**config.mk**
```make
export PLATFORM = sky130hd
export DESIGN_NAME = game_timer
export DESIGN_NICKNAME = d
export VERILOG_FILES = /design/src/rtl/game_timer.sv
export SDC_FILE = /design/constraint.sdc
export NUM_CORES = 1
export LEC_CHECK = 0
export ABC_AREA = 1
export CAP_MARGIN = 10
export CORE_ASPECT_RATIO = 0.5
export CORE_MARGIN = 8
export CORE_UTILIZATION = 25
export CTS_CLUSTER_SIZE = 40
export DETAILED_ROUTE_END_ITERATION = 7
export GPL_TIMING_DRIVEN = 0
export HOLD_SLACK_MARGIN = 0.02
export PLACE_DENSITY = 0.38
export RECOVER_POWER = 50
export SYNTH_ARGS = -nofsm -noshare
export SYNTH_HDL_FRONTEND = slang
export SYNTH_SLANG_ARGS = --single-unit
export TNS_END_PERCENT = 10
```
**constraint.sdc**
```tcl
create_clock -name clk -period 9 [get_ports clk]
set_input_delay 1.8 -clock clk [delete_from_list [all_inputs] [get_ports clk]]
set_output_delay 1.8 -clock clk [all_outputs]
set_load 0.03 [all_outputs]
```
**src/rtl/game_timer.sv**
```systemverilog
// -----------------------------------------------------------------------------
// game_timer
// Countdown timer for a game clock, kept in BCD as M:ST.SU.T (0:00.0 - 9:59.9).
// The count decrements by a tenth on each tick while running. Bonus time can
// be added while running or paused, and the sum saturates at 9:59.9.
//
// Ports
//   clk, resetN          system clock, asynchronous active-low reset
//   tick                 one-cycle pulse every 0.1 s
//   start/pause/load     one-cycle control pulses (priority load > pause > start)
//   add_time             one-cycle pulse, adds BONUS_SEC seconds
//   min_d/sec_t/sec_u/tenth   registered BCD digits
//   running, expired     state flags
//   timeout_pulse        one cycle on entry to EXPIRED
//   warning              RUN/PAUSE with fewer than WARN_SEC whole seconds left
//
// state   | meaning
// IDLE    | start value loaded, waiting for start
// RUN     | counting down on tick
// PAUSE   | frozen, bonus time still accepted
// EXPIRED | reached 0:00.0, holds until load
// -----------------------------------------------------------------------------
module game_timer #(
    parameter int START_MIN = 2,
    parameter int START_SEC = 0,
    parameter int BONUS_SEC = 5,
    parameter int WARN_SEC  = 10
) (
    input  logic       clk,
    input  logic       resetN,
    input  logic       tick,
    input  logic       start,
    input  logic       pause,
    input  logic       load,
    input  logic       add_time,
    output logic [3:0] min_d,
    output logic [3:0] sec_t,
    output logic [3:0] sec_u,
    output logic [3:0] tenth,
    output logic       running,
    output logic       expired,
    output logic       timeout_pulse,
    output logic       warning
);

    typedef enum logic [1:0] {IDLE, RUN, PAUSE, EXPIRED} state_t;

    localparam logic [15:0] START_BCD = {4'(START_MIN), 4'(START_SEC / 10),
                                         4'(START_SEC % 10), 4'd0};
    localparam logic [13:0] MAX_TENTHS   = 14'd5999;
    localparam logic [13:0] BONUS_TENTHS = 14'(BONUS_SEC * 10);

    state_t      state;
    logic [13:0] cur_tenths;
    logic [13:0] run_sum;
    logic [13:0] run_next;
    logic [13:0] pause_sum;
    logic [13:0] pause_next;

    // Arithmetic is done on a binary tenths count; the digits stay in BCD.
    function automatic logic [13:0] to_tenths(input logic [3:0] m, input logic [3:0] st,
                                              input logic [3:0] su, input logic [3:0] t);
        return 14'(m) * 14'd600 + 14'(st) * 14'd100 + 14'(su) * 14'd10 + 14'(t);
    endfunction

    function automatic logic [15:0] to_bcd(input logic [13:0] v);
        logic [13:0] r;
        logic [3:0]  m, st, su, t;
        m  = 4'(v / 14'd600);
        r  = v % 14'd600;
        st = 4'(r / 14'd100);
        r  = r % 14'd100;
        su = 4'(r / 14'd10);
        t  = 4'(r % 14'd10);
        return {m, st, su, t};
    endfunction

    assign cur_tenths = to_tenths(min_d, sec_t, sec_u, tenth);

    // In RUN the value is at least 0:00.1, so the tick borrow cannot underflow.
    always_comb begin
        run_sum    = cur_tenths + (add_time ? BONUS_TENTHS : 14'd0) - (tick ? 14'd1 : 14'd0);
        run_next   = (run_sum > MAX_TENTHS) ? MAX_TENTHS : run_sum;
        pause_sum  = cur_tenths + BONUS_TENTHS;
        pause_next = (pause_sum > MAX_TENTHS) ? MAX_TENTHS : pause_sum;
    end

    always_ff @(posedge clk or negedge resetN) begin
        if (!resetN) begin
            state                         <= IDLE;
            {min_d, sec_t, sec_u, tenth}  <= START_BCD;
            timeout_pulse                 <= 1'b0;
        end else begin
            timeout_pulse <= 1'b0;
            if (load) begin
                state                        <= IDLE;
                {min_d, sec_t, sec_u, tenth} <= START_BCD;
            end else begin
                case (state)
                    IDLE: begin
                        if (start) begin
                            if (cur_tenths == 14'd0) begin
                                state         <= EXPIRED;
                                timeout_pulse <= 1'b1;
                            end else begin
                                state <= RUN;
                            end
                        end
                    end
                    RUN: begin
                        if (pause) begin
                            state <= PAUSE;
                        end else if (tick || add_time) begin
                            {min_d, sec_t, sec_u, tenth} <= to_bcd(run_next);
                            if (run_next == 14'd0) begin
                                state         <= EXPIRED;
                                timeout_pulse <= 1'b1;
                            end
                        end
                    end
                    PAUSE: begin
                        if (!pause) begin
                            if (start) begin
                                state <= RUN;
                            end else if (add_time) begin
                                {min_d, sec_t, sec_u, tenth} <= to_bcd(pause_next);
                            end
                        end
                    end
                    EXPIRED: begin
                        state <= EXPIRED;
                    end
                    default: begin
                        state <= IDLE;
                    end
                endcase
            end
        end
    end

    assign running = (state == RUN);
    assign expired = (state == EXPIRED);
    // Tenths are deliberately ignored: 0:09.9 warns, 0:10.0 does not.
    assign warning = ((state == RUN) || (state == PAUSE)) && (min_d == 4'd0) &&
                     (({4'd0, sec_t} * 8'd10 + {4'd0, sec_u}) < 8'(WARN_SEC));

endmodule

```
==> flow_metrics.py, run 1 <==
metrics = {
    "status": {
        "violations": "negative setup slack",
        "status": "finished, violations left",
    },
    "critical_path": {
        "setup.worst_path.start": "min_d[1]",
        "worst-path-buf-inv": 9,
        "r2r-end": "tenth[3]",
        "cp.depth": 86,
        "r2r_slack_ns": -1.09,
        "crit_path_max_incr_delay_ns": 0.61,
        "cp_max_fo": 8,
        "setup.worst_path.end": "tenth[3]",
        "rr_worst_depth": 86,
        "slowest_stage": "dfstp_2",
        "required_ns": 9.14,
        "crit_top_cell": "nand2_4",
        "endpoint_kind": "flop",
        "cp-start-kind": "flop",
        "r2r-start": "min_d[1]",
        "cp_top_family": "simple AND/OR/NAND/NOR gates",
        "cp.arrival_ns": 10.23,
        "path_class": "reg -> reg",
    },
    "layout": {
        "drive_gt1_frac": 0.354,
        "layout_commonest_cell": "nand2_1",
        "mostFrequentLayoutCells": "nand2_1 (222), inv_1 (120), nand3_1 (81)",
        "syn_to_final_growth_pct": 40.7,
        "final_cells": 1387,
        "nets": 1181,
        "final_cell_area_um2": 8450,
        "diodes": 0,
    },
    "detailed_routing": {
        "viasPerCell": 4.55,
        "routed_wl_um": 19200,
        "post_drt_wl_per_cell_um": 13.9,
        "num_vias": 6307,
        "ant_nets": 0,
        "drc_errors": 0,
        "drt_pass1_iterations": 4,
        "drt_iter0_markers": 231,
    },
    "place": {
        "hpwl_um": 15800,
        "dpl_cell_area_um2": 7060,
        "dp.cells": 1304,
        "routabilityCongestion": 0.806,
        "io_buffer_count": 26,
    },
    "synth": {
        "synthFlopType": "dfrtp_1",
        "synth-edff-count": 0,
        "ys_seq_area_frac": 0.0794,
        "avgSynthCellArea_um2": 6.24,
        "ys_ff_latch": 19,
        "postSynthCellCount": 963,
        "ys_types": 52,
        "async_flop_share": 1.00,
        "synth_nets": 1071,
        "ys.warnings.count": 0,
        "syn_area_um2": 6000,
    },
    "clocking": {
        "clockBufferDepth": 2,
        "cts.htree.levels": 1,
        "clk_pin_slew_ns": 0.06,
        "insertion_delay_ns": 0.25,
        "cts_hold_buf": 0,
        "clock_sinks": 19,
        "cts_tree": "done",
        "numCtsBuffers": 3,
        "clockRootBuffer": "clkbuf_16",
    },
    "floorplan": {
        "initial_core_util": 0.253,
        "rows": 40,
        "core_region_area_um2": 23800,
        "die_area_um2": 29500,
        "die_x_um": 235,
        "fp.dieH_um": 126,
        "io_pins": 27,
    },
    "timing": {
        "final.setup.tns_ns": -5.28,
        "worst_slack_ns": -1.09,
        "hold_ws_ns": 0.516,
        "max_freq_mhz": 99.1,
        "slew_viol_final": 0,
        "finalHoldViolCount": 0,
        "fin_crit_ns": 10.09,
        "finalCritPeriodShare": 1.12,
        "slew_headroom": 0.354,
        "worst_pin_slew_ns": 0.966,
        "rsz0062_at_grt": "yes",
        "setup_viol_count_final": 6,
        "finalClockSkew_ns": 0.00288,
    },
    "worst_hold_path": {
        "holdCritPathClass": "reg -> reg",
        "hp-start": "tenth[1]",
    },
    "grt": {
        "grt_max_degree": 20,
        "antenna_found_initial": 0,
        "grt.total_usage": 0.128,
        "grt_pass1_vias": 6267,
        "grt_pass1_wl_um": 32100,
        "grt_overflow": 0,
    },
    "job": {
        "cap_violations": 0,
    },
}
-- logic make-up after synthesis --
family / share of synthesized area
DFF: 0.0794
buffers and inverters: 0.110
muxes: 0.00188
and+or+nand+nor: 0.454
AOI/OAI and AO/OA: 0.0906
xor gates and xnor gates: 0.0365
adders and majority gates: 0.228
-- per-stage QoR --
stage	setup WS (ns)	util
global placement	-2.05	0.297
floorplan	-0.429	-
global route	-1.84	0.355
finish	-1.09	0.355
detailed placement	-2.08	0.297
CTS	-1.03	0.352
-- layout make-up --
cell class                      instances  area (um^2)
Timing Repair Buffer                  105          882
Sequential cell                        19          487
Inverter                              169          658
Tap cell                              315          394
Fill cell                            2564        15300
Multi-Input combinational cell        772         5920
Clock buffer                            4         78.8
Buffer                                  3         27.5
-- repair_timing --
item | CTS | global route
endpoints found under the setup margin | 8 | 8
gates resized for setup | 159 | 14
pin swaps | 115 | 16
setup buffers | 77 | 2
-- per-layer routing --
| layer | GRT usage | share of wire | wire length, um | up-vias |
|---|---|---|---|---|
| met2 | 0.209 | 0.44 | 8410 | 33 |
| met1 | 0.194 | 0.55 | 10500 | 2949 |
| met4 | 0.00659 | 0.0019 | 36 | 0 |
| met5 | 0 | 0 | 0 | - |
| li1 | - | - | - | 3323 |
| met3 | 0.00307 | 0.014 | 275 | 2 |
-- how the worst min path moves through the flow --
stage / endpoint / depth (start not counted)
2_1_floorplan: state[1] / 2
3_3_place_gp: tenth[1] / 2
3_5_place_dp: tenth[1] / 2
4_1_cts: tenth[1] / 2
5_1_grt: tenth[1] / 2
6_report: tenth[1] / 2
-- worst register-to-register path, delay by kind of cell, from the launching register on --
family	cells	cell delay (ns)
and+or+nand+nor	64	5.55
adders and majority gates	9	2.61
AOI/OAI and AO/OA	4	0.77
buffers and inverters	9	0.45
DFF	1	0.61
-- flip-flops by register name, summed over array words and instances (netlist names) --
register,count
sec_u,4
sec_t,4
tenth,4
min_d,4
state,2
timeout_pulse,1
-- synth_stat cells (all sizes together), types with 2 or more instances --
cell type  count  share of area
a21o           2         0.0025
a21oi         27          0.028
a22oi          2         0.0025
a31o           2         0.0029
a31oi          3         0.0031
and2           3         0.0031
buf            3         0.0040
clkinv         4         0.0027
dfrtp         18          0.075
fa            14          0.047
ha            87           0.18
inv          165           0.10
nand2        348           0.26
nand3        118           0.11
nand3b         5         0.0083
nand4         18          0.020
nor2          53          0.041
nor3           5         0.0042
nor4           2         0.0021
o211ai         3         0.0038
o21ai         34          0.030
o22ai          9         0.0094
or2            4         0.0042
xnor2          5         0.0073
xor2          20          0.029
Power of run 1 is not shown: default switching activity piles up to over one toggle a cycle in this logic, so the estimate is an artifact.
==> inputs of run 2 (changes only) <==
CTS_CLUSTER_DIAMETER = 200   (was default)
==> results of run 2 <==
The final DEF is identical to that of run 1; final timing and power are the same.
Power of run 2 is left out for the same reason.
